## src/rtl/des_sbox_layer.sv

```systemverilog
// DES substitution layer: eight FIPS 46-3 S-boxes applied to a 48-bit half-block,
// evaluated SBOX_PER_CYCLE boxes per clock behind valid/ready handshakes.
module des_sbox_layer #(
    parameter int SBOX_PER_CYCLE = 8
) (
    input  logic        Clk,
    input  logic        Reset,
    input  logic        InValid,
    output logic        InReady,
    input  logic [47:0] DataIn,
    output logic        OutValid,
    input  logic        OutReady,
    output logic [31:0] DataOut,
    output logic        Busy
);

    localparam int ITER  = 8 / SBOX_PER_CYCLE;
    localparam int CNT_W = (ITER > 1) ? $clog2(ITER) : 1;
    localparam int LW    = 4 * SBOX_PER_CYCLE;
    localparam int SW    = 6 * SBOX_PER_CYCLE;

    generate
        if (!(SBOX_PER_CYCLE == 1 || SBOX_PER_CYCLE == 2 ||
              SBOX_PER_CYCLE == 4 || SBOX_PER_CYCLE == 8)) begin : g_bad_param
            $error("des_sbox_layer: SBOX_PER_CYCLE must be 1, 2, 4 or 8");
        end
    endgenerate

    typedef enum logic [1:0] {
        IDLE = 2'd0,
        BUSY = 2'd1,
        DONE = 2'd2
    } state_t;

    // One 64-nibble ROM per box, row-major: entry (row*16 + col) sits at nibble [255-4n -: 4].
    localparam logic [255:0] SBOX_ROM [8] = '{
        256'hE4D12FB83A6C5907_0F74E2D1A6CB9538_41E8D62BFC973A50_FC8249175B3EA06D,
        256'hF18E6B34972DC05A_3D47F28EC01A69B5_0E7BA4D158C6932F_D8A13F42B67C05E9,
        256'hA09E63F51DC7B428_D709346A285ECBF1_D6498F30B12C5AE7_1AD069874FE3B52C,
        256'h7DE3069A1285BC4F_D8B56F03472C1AE9_A690CB7DF13E5284_3F06A1D8945BC72E,
        256'h2C417AB6853FD0E9_EB2C47D150FA3986_421BAD78F9C5630E_B8C71E2D6F09A453,
        256'hC1AF92680D34E75B_AF427C9561DE0B38_9EF528C3704A1DB6_432C95FABE17608D,
        256'h4B2EF08D3C975A61_D0B7491AE35C2F86_14BDC37EAF680592_6BD814A7950FE23C,
        256'hD2846FB1A93E50C7_1FD8A374C56B0E92_7B419CE206ADF358_21E74A8DFC90356B
    };

    state_t           state_q, state_d;
    logic [47:0]      in_reg_q, in_reg_d;
    logic [31:0]      acc_reg_q, acc_reg_d;
    logic [CNT_W-1:0] cnt_q, cnt_d;
    logic [LW-1:0]    lookups;

    // NOTE: every variable gets a default before any branch so no latch is inferred.
    always_comb begin
        logic [5:0]   chunk;
        logic [2:0]   box;
        logic [5:0]   idx;
        logic [255:0] rom;
        lookups = '0;
        chunk   = '0;
        box     = '0;
        idx     = '0;
        rom     = '0;
        for (int k = 0; k < SBOX_PER_CYCLE; k++) begin
            chunk = in_reg_q[47-6*k -: 6];
            box   = 3'(int'(cnt_q) * SBOX_PER_CYCLE + k);
            // Outer bits select the row, inner four the column.
            idx   = {chunk[5], chunk[0], chunk[4:1]};
            rom   = SBOX_ROM[box];
            lookups[LW-1-4*k -: 4] = rom[255-4*int'(idx) -: 4];
        end
    end

    always_comb begin
        state_d   = state_q;
        in_reg_d  = in_reg_q;
        acc_reg_d = acc_reg_q;
        cnt_d     = cnt_q;
        InReady   = 1'b0;
        case (state_q)
            IDLE: InReady = 1'b1;
            BUSY: begin
                acc_reg_d = (acc_reg_q << LW) | 32'(lookups);
                in_reg_d  = in_reg_q << SW;
                if (cnt_q == CNT_W'(ITER - 1)) begin
                    cnt_d   = '0;
                    state_d = DONE;
                end else begin
                    cnt_d = cnt_q + CNT_W'(1);
                end
            end
            DONE: begin
                InReady = OutReady;
                if (OutReady && !InValid) begin
                    state_d = IDLE;
                end
            end
            default: state_d = IDLE;
        endcase
        if (InReady && InValid) begin
            in_reg_d = DataIn;
            cnt_d    = '0;
            state_d  = BUSY;
        end
    end

    // NOTE: sequential state uses non-blocking assignments so all flops update together.
    always_ff @(posedge Clk or posedge Reset) begin
        if (Reset) begin
            state_q   <= IDLE;
            in_reg_q  <= '0;
            acc_reg_q <= '0;
            cnt_q     <= '0;
        end else begin
            state_q   <= state_d;
            in_reg_q  <= in_reg_d;
            acc_reg_q <= acc_reg_d;
            cnt_q     <= cnt_d;
        end
    end

    assign OutValid = (state_q == DONE);
    assign Busy     = (state_q == BUSY);
    assign DataOut  = acc_reg_q;

endmodule

```

## config.mk

```make
export PLATFORM = sky130hd
export DESIGN_NAME = des_sbox_layer
export DESIGN_NICKNAME = d
export VERILOG_FILES = /design/src/rtl/des_sbox_layer.sv
export SDC_FILE = /design/constraint.sdc
export NUM_CORES = 1
export LEC_CHECK = 0
export CELL_PAD_IN_SITES_DETAIL_PLACEMENT = 0
export CELL_PAD_IN_SITES_GLOBAL_PLACEMENT = 1
export CORE_UTILIZATION = 35
export DETAILED_ROUTE_END_ITERATION = 12
export DONT_BUFFER_PORTS = 1
export MAX_ROUTING_LAYER = met4
export PLACE_DENSITY = 0.63
export SKIP_LAST_GASP = 1
export SYNTH_ARGS = -nofsm -noshare
export SYNTH_HDL_FRONTEND = slang
export SYNTH_SLANG_ARGS = --single-unit
```

## constraint.sdc

```tcl
create_clock -name Clk -period 2.6 [get_ports Clk]
set_input_delay 0.52 -clock Clk [delete_from_list [all_inputs] [get_ports Clk]]
set_output_delay 0.52 -clock Clk [all_outputs]
set_load 0.05 [all_outputs]
```

# == Yosys cells after proc, flatten, opt, wreduce, memory -nomap -nowiden ==
# Memories as Yosys holds them, arrays and structs flattened.
# Index checks and enable logic that the tools add are counted.
# W data, S select, Z words.
# classes
addsub,16
multipliers,0
div_mod_pow,0
n_lt_le_gt_ge,7
eq_ne,5
n_shift,8
mux,24
n_bitwise,7
reduce_logical,6
# op_table
operator,n
$mux W256,14
$shiftx A259 B9 Y4,7
$shiftx A259 B9 Y4 const A,1
$mux W48,2
$sub A8 B8 Y9 const A,8
$ge A4 B4 Y1 const B,7
$not A3 Y4,6
$add A1 B2 Y3 const AB,3
$add A1 B3 Y3 const AB,2
$mux W2,3
$pmux W2 S3,1
$add A1 B1 Y2 const AB,2
$not A2 Y4,1
$mux W1,3
$ne A3 B1 Y1 const B,1
$ne A3 B2 Y1 const B,1
$reduce_and A3 Y1,1
$eq A2 B1 Y1 const B,1
$eq A2 B2 Y1 const B,1
$logic_and A1 B1 Y1,2
$logic_not A2 Y1,1
$ne A2 B2 Y1 const B,1
$pmux W1 S2,1
$reduce_bool A2 Y1,1
other kinds (2),2
# word_totals
register_bits,83
latch_bits,0
mem_bits_rw,0
romBits,14336
in_bits,52
output_inout_bits,35
wordCells,84
n_memories,7
# memory_table
name,depth,width,read_ports,rd_ports_with_merged_regs,write_ports,line_no,rtl
(no name shown),8,256,1,0,0,69,rom = SBOX_ROM[box];
(no name shown),8,256,1,0,0,69,
(no name shown),8,256,1,0,0,69,
(no name shown),8,256,1,0,0,69,
(no name shown),8,256,1,0,0,69,
(no name shown),8,256,1,0,0,69,
+1 memories,-,-,-,-,-,-,

# == Depth between registers and ports, before layout ==
# Gate-level depths: netlist of the first run.
# depth
ltp_word,5
ltp_mapped,9
depth_no_buf,7

# == Worst setup path before layout of the first run ==
# OpenSTA, ideal clock, no wires.
# synth_timing
path_kind,register to register
start,register in_reg_q[19]
end,register acc_reg_q[14] (netlist: DataOut[14])
setup_ns,0.123
arrival_ns,2.036
t_required_ns,2.477
slack_ns,0.442
stages_incl_launch_ff,9
path_buffers,2
period_less_slack_ns,2.158
cell_sequence,dfrtp_1 -> clkbuf_1 -> inv_1 -> ha_1 -> buf_2 -> mux4_2 -> nand2_1 -> o21ai_1 -> o221a_2
# synth_via
elab_chain_cells,2
# synth_rtl
element,line_no,rtl
from (decl),48,"logic [47:0] in_reg_q, in_reg_d;"
from (signal assigned),116,in_reg_q <= in_reg_d;
$sub A8 B8 Y9,70,lookups[LW-1-4*k -: 4] = rom[255-4*int'(idx) -: 4];
$shiftx A259 B9 Y4,70,
to (signal assigned),117,acc_reg_q <= acc_reg_d;
to (decl),49,"logic [31:0] acc_reg_q, acc_reg_d;"
# Every way passes these cells.
# A chain may end at the register's enable or synchronous reset.

# == Worst setup path in the final report of the first run ==
# layout_timing
start,register in_reg_q[25]
end,register acc_reg_q[19] (netlist: DataOut[19])
# Same word-level chain as after synthesis.

==> results of run 1 <==
-- metal layers --
metal	vias up	part of all wire, %	GRT usage (%)
met4	0	0.73	3.43
met3	10	4.5	3.78
met2	113	45	28.5
li1	3466	-	-
met5	-	0	-
met1	3265	50	26.2
-- stage by stage --
stage          area [um^2]  utilization [%]  cells
2_1_floorplan         8040                -    990
3_3_place_gp          8140             36.1   1217
3_5_place_dp          8140             36.1   1217
4_1_cts               8440             37.4   1231
5_1_grt               8440             37.4   1231
6_report              8440             37.4   1231
-- worst paths after layout --
path / start / to
min in group Clk: DataIn[30] / in_reg_q[30]
hold reg to reg: state_q[0] / state_q[1]
max in group asynchronous: Reset / in_reg_q[2]
hold / removal: Reset / DataOut[30]
setup / recovery: in_reg_q[25] / DataOut[19]
setup reg to reg: in_reg_q[25] / DataOut[19]
-- layout make-up --
| type | count | area (um^2) | area share, % |
|---|---|---|---|
| multi-input cells | 761 | 5190 | 61.5 |
| flip-flops and latches | 82 | 2050 | 24.3 |
| clock buffers | 11 | 253 | 3.00 |
| well taps | 285 | 357 | 4.23 |
| repair buffers | 40 | 350 | 4.15 |
| clock inverters | 3 | 40.0 | 0.475 |
| inverters | 49 | 195 | 2.31 |
-- worst register-to-register path, stage by stage (launching register included) --
cell and delay, ns:
dfrtp_1 0.54, inv_1 0.18, ha_1 0.36, nand2b_1 0.15
o21ai_1 0.10, mux4_2 0.47, a22oi_1 0.15, o21ai_1 0.08
-- power groups by stage --
stage	logic, W	registers [W]	clock network, W
finish	0.00375	0.00322	0.00131
CTS	0.00378	0.00324	0.00137
floorplan	0.00342	0.00281	0
detailed placement	0.00376	0.00326	0
global placement	0.00376	0.00326	0
global route	0.00424	0.00333	0.00141
-- sequential cells by signal (all words and copies together) (netlist names) --
| register | flops |
|---|---|
| DataOut | 32 |
| in_reg_q | 48 |
| state_q | 2 |
-- logic make-up (layout without fill, tap and decap cells) --
group | after synthesis | in the layout | synth area share (%)
and+or+nand+nor | 334 | 334 | 19.7
AOI/OAI and AO/OA | 299 | 299 | 25.4
buffers and inverters | 147 | 103 | 9.98
DFF | 82 | 82 | 25.5
adders and majority gates | 62 | 62 | 9.65
muxes | 36 | 36 | 6.43
xor gates and xnor gates | 30 | 30 | 3.27
-- layout by cell type, fill, tap and decap left out, types with 19 or more instances in the layout --
cell | synthesis | final
a21oi_1 | 68 | 68
buf_4 | 12 | 36
dfrtp_1 | 82 | 82
ha_1 | 62 | 62
inv_1 | 43 | 42
mux2i_1 | 19 | 19
nand2_1 | 148 | 148
nand2b_1 | 22 | 21
nand3_1 | 31 | 31
nor2_1 | 51 | 51
nor2b_1 | 22 | 22
nor3_1 | 19 | 19
o21ai_0 | 45 | 45
o31ai_1 | 37 | 37
==> results.sh, run 1 <==
export IMPL_status="finished clean"
export IMPL_post_route_period_util_pct=82.3
export IMPL_finalClockSkew_ns=0.00834
export IMPL_hold_viol_final=0
export IMPL_fin_hold_ws_ns=0.131
export IMPL_n_antenna_cell=0
export IMPL_ys_types=78
export IMPL_syn_instance_count=990
export IMPL_grt_overflow=0
export IMPL_fillers=2333
export IMPL_synthTopCellsByCount="148 x nand2_1, 82 x dfrtp_1, 68 x a21oi_1"
export IMPL_clkPwrFrac_pct=15.8
export IMPL_fmax_mhz=467
export IMPL_cts_sinks=82
export IMPL_syn_nets=1104
export IMPL_dieArea_mm2=0.0236
export IMPL_async_flop_share_pct=100
export IMPL_worst_slew_pin_slew_ns=0.905
export IMPL_synth_top_cell_area_share_pct=25.5
export IMPL_r2r_setup_slack_ns=0.46
export IMPL_seq_area_frac_synth_pct=25.5
export IMPL_avgSynthCellArea_um2=8.12
export IMPL_p_int_w=0.00411
export IMPL_grt_pass1_wl_mm=35.1
export IMPL_fin_setup_tns_ns=0
export IMPL_grt_antenna_before_repair=0
export IMPL_postCtsSetupRepairBufs=0
export IMPL_cts_buffers=9
export IMPL_syn_cell_area_mm2=0.00804
export IMPL_seq_power_share_pct=38.9
export IMPL_synth_edf_count=0
export IMPL_worst_ir_drop_vdd_v=0.000326
export IMPL_p_leak_nw=3.50
export IMPL_crit_family="flip-flops"
export IMPL_dr_total_vias=6854
export IMPL_nets=1057
export IMPL_r2r_cells=7
export IMPL_powerDensity_mw_per_mm2=982
export IMPL_preCtsSetupSlack_ns=0.450
export IMPL_crit_slowest_cell="dfrtp_1"
export IMPL_cp_num_buf_inv=1
export IMPL_crit_path_start_kind="flip-flop"
export IMPL_grt_max_degree=65
export IMPL_row_count=55
export IMPL_crit_path_end_kind="flip-flop"
export IMPL_gp_congestion=0.836
export IMPL_dieWidth_um=154
export IMPL_rsz0062_at_grt="false"
export IMPL_dp_hpwl_mm=14.1
export IMPL_fin_total_pwr_w=0.00829
export IMPL_layout_drive_gt1_share_pct=9.94
export IMPL_synth_most_common_cell="nand2_1"
export IMPL_pwr_share_comb_pct=45.3
export IMPL_crit_top_cell="o21ai_1"
export IMPL_die_h_um=154
export IMPL_htree_levels=3
export IMPL_min_path_type="input pin to asynchronous set/reset pin"
export IMPL_wl_per_cell_um=17.0
export IMPL_critPathMaxStageDelay_ns=0.54
export IMPL_root_buffer="clkbuf_16"
export IMPL_place_port_buffers=0
export IMPL_ys_dominant_reg_cell="dfrtp_1"
export IMPL_slew_headroom_pct=39.6
export IMPL_clk_latency_ns=0.35
export IMPL_antenna_left=0
export IMPL_slew_viol_final=0
export IMPL_crit_type="flip-flop to flip-flop"
export IMPL_ys_warn_count=0
export IMPL_crit_cells=7
export IMPL_swShare_pct=50.4
export IMPL_clk_path_buf_depth=2
export IMPL_critPathArrivalTime_ns=2.37
export IMPL_drtPass1Iterations=5
export IMPL_ios=87
export IMPL_clk_pin_slew_worst_paths_ns=0.06
export IMPL_wl_mm=21.0
export IMPL_hold_buffers=0
export IMPL_synth_seq_cells=82
export IMPL_grt_usage_pct=18.9
export IMPL_yosys_top_cells_area="dfrtp_1 26%, ha_1 9.7%, nand2_1 6.9%"
export IMPL_area_growth_pct=4.98
export IMPL_cp_required_ns=2.83
export IMPL_initial_utilization_pct=35.6
export IMPL_avgViaCountPerCell=5.57
export IMPL_grt_pass1_vias=6421
export IMPL_core_mm2=0.0226
export IMPL_fin_crit_ns=2.14
export IMPL_setup_ws_ns=0.459
export IMPL_drv_cap=0
export IMPL_post_cts_resized=0
export IMPL_finalSetupViolations=0
export IMPL_route_detailed_drc=0
export IMPL_synth_top_cell_by_area="dfrtp_1"
export IMPL_drt_iter0_drc=252
export IMPL_tritoncts="done"
export IMPL_crit_path_cell_trace="inv_1 -> ha_1 -> nand2b_1 -> o21ai_1 -> mux4_2 -> a22oi_1 -> o21ai_1"
export IMPL_power_net_switching_w=0.00418
export IMPL_critPathMaxFanout=11
Note: power is estimated with default switching activity, not from simulation.
==> run 2, diff against run 1 <==
- clock period: 2.6 -> 1.8 ns (I/O delays scaled with it)
==> run 2 against run 1 <==
Clock power grew 43%. Highest routed layer unchanged. Critical endpoint is now DataOut[31]. First-iteration DRC count up 60%. Sequential share of layout area down 2.7 points. Hold slack worse by 0.13 ns. Power grew 60%. Critical path depth down 1. Cell count increased by 8.0%. Combinational power grew 86%.
==> results.sh, run 2 (synthesized netlist as in run 1, its figures left out) <==
export IMPL_drv_cap=0
export IMPL_fin_setup_tns_ns=0
export IMPL_core_mm2=0.0226
export IMPL_route_detailed_drc=0
export IMPL_slew_viol_final=0
export IMPL_grt_antenna_before_repair=1
export IMPL_fmax_mhz=564
export IMPL_clk_pin_slew_worst_paths_ns=0.07
export IMPL_htree_levels=3
export IMPL_dr_total_vias=7318
export IMPL_cts_sinks=82
export IMPL_place_port_buffers=0
export IMPL_nets=1153
export IMPL_cp_required_ns=2.05
export IMPL_crit_slowest_cell="mux4_2"
export IMPL_grt_overflow=0
export IMPL_finalSetupViolations=0
export IMPL_gp_congestion=0.871
export IMPL_regMostFlops="in_reg_q"
export IMPL_ios=87
export IMPL_worst_slew_pin_slew_ns=0.565
export IMPL_finalClockSkew_ns=0.00869
export IMPL_tritoncts="done"
export IMPL_clk_latency_ns=0.35
export IMPL_critPathMaxStageDelay_ns=0.49
export IMPL_wl_mm=22.3
export IMPL_clk_path_buf_depth=2
export IMPL_drtPass1Iterations=7
export IMPL_fin_crit_ns=1.77
export IMPL_initial_utilization_pct=35.6
export IMPL_cts_buffers=9
export IMPL_grt_pass1_wl_mm=37.1
export IMPL_mostFrequentLayoutCell="nand2_1"
export IMPL_grt_max_degree=83
export IMPL_grt_usage_pct=19.9
export IMPL_critPathMaxFanout=8
export IMPL_dieWidth_um=154
export IMPL_wl_met2_mm=10.6
export IMPL_post_route_period_util_pct=98.5
export IMPL_drt_iter0_drc=404
export IMPL_dieArea_mm2=0.0236
export IMPL_grt_pass1_vias=6975
export IMPL_crit_path_cell_trace="inv_2 -> ha_4 -> mux4_2 -> nand2_2 -> a21oi_2 -> o31ai_1"
export IMPL_layout_common_cells="146 x nand2_1, 118 x buf_4, 71 x dfrtp_1"
export IMPL_hold_viol_final=0
export IMPL_powerDensity_mw_per_mm2=1390
export IMPL_critPathArrivalTime_ns=2.03
export IMPL_crit_path_end_kind="flip-flop"
export IMPL_worst_ir_drop_vdd_v=0.000494
export IMPL_antenna_left=0
export IMPL_layout_drive_gt1_share_pct=24.0
export IMPL_die_h_um=154
export IMPL_dr_wl_met3_um=908
export IMPL_p_leak_nw=4.00
export IMPL_met1_length_mm=10.4
export IMPL_r2r_setup_slack_ns=0.03
export IMPL_timing_rr_end="DataOut[31]"
export IMPL_r2r_cells=6
export IMPL_dp_hpwl_mm=16.0
export IMPL_wl_per_cell_um=16.7
export IMPL_area_growth_pct=18.7
export IMPL_crit_path_start_kind="flip-flop"
export IMPL_largest_reg_flops=48
export IMPL_rsz0062_at_grt="true"
export IMPL_topRoutingLayerUsed="met4"
export IMPL_slew_headroom_pct=62.4
export IMPL_crit_type="flip-flop to flip-flop"
export IMPL_status="finished clean"
export IMPL_fin_hold_ws_ns=0.00228
export IMPL_row_count=55
export IMPL_r2r_start="in_reg_q[44]"
export IMPL_root_buffer="clkbuf_16"
export IMPL_min_path_type="input pin to asynchronous set/reset pin"
export IMPL_avgViaCountPerCell=5.50
export IMPL_crit_start="in_reg_q[44]"
[run 2: cell count changes in the layout (fill, tap and decap cells not counted), sizes merged]
cell      change
clkinv        -2
bufinv        -1
clkbuf        +4
buf          +96
diode         +1
clkinvlp      +1
[run 2: worst max path at each step]
stage / endpoint / slack, ns / depth (start not counted)
2_1_floorplan: DataOut[21] / -0.07 / 8
3_3_place_gp: DataOut[4] / 0.04 / 7
3_5_place_dp: DataOut[31] / -0.02 / 6
4_1_cts: DataOut[31] / 0.02 / 6
5_1_grt: DataOut[6] / -0.04 / 8
6_report: DataOut[31] / 0.03 / 6
[run 2: area by class of cell]
cell class	count	area, um^2
Tap cell	285	357
Fill cell	2289	13000
Inverter	49	225
Multi-Input combinational cell	761	5430
Clock buffer	15	288
Antenna cell	1	2.50
Clock inverter	1	7.51
Timing Repair Buffer	136	1160
Sequential cell	82	2070
[run 2: routing by layer]
layer  up-vias  GRT usage (%)
met5         -              -
met4         0           6.19
met3        23           3.30
met2       136           31.6
met1      3503           25.9
li1       3656              -
[run 2: what timing repair did]
action	4_1_cts	5_1_grt
buffers inserted	1	23
hold buffers	0	0
resized for setup	1	54
setup endpoints to repair	3	23
pin swaps	0	26
[run 2: critical path, delay by kind of cell, from the launching register on]
family | cells | cell delay, ns
flops | 1 | 0.40
mux | 1 | 0.49
compound gates | 2 | 0.30
buf+inv | 1 | 0.15
fa+ha+maj | 1 | 0.27
simple gates | 1 | 0.08
[run 2: power breakdown]
| group | total [W] | switching [W] | internal [W] |
|---|---|---|---|
| combinational | 0.00696 | 0.00363 | 0.00334 |
| clock | 0.00187 | 0.000783 | 0.00109 |
| sequential | 0.00443 | 0.00201 | 0.00242 |
| total | 0.0133 | 0.00642 | 0.00684 |
[run 2: metrics by stage]
stage	std cells	power (W)	area, um^2	util (%)	setup WS [ns]
2_1_floorplan	990	0.00929	8260	-	-0.0655
3_3_place_gp	1289	0.0110	8870	39.3	0.0425
3_5_place_dp	1289	0.0110	8870	39.3	-0.0152
4_1_cts	1306	0.0129	9180	40.7	0.0184
5_1_grt	1330	0.0143	9540	42.2	-0.0366
6_report	1330	0.0133	9540	42.2	0.0274
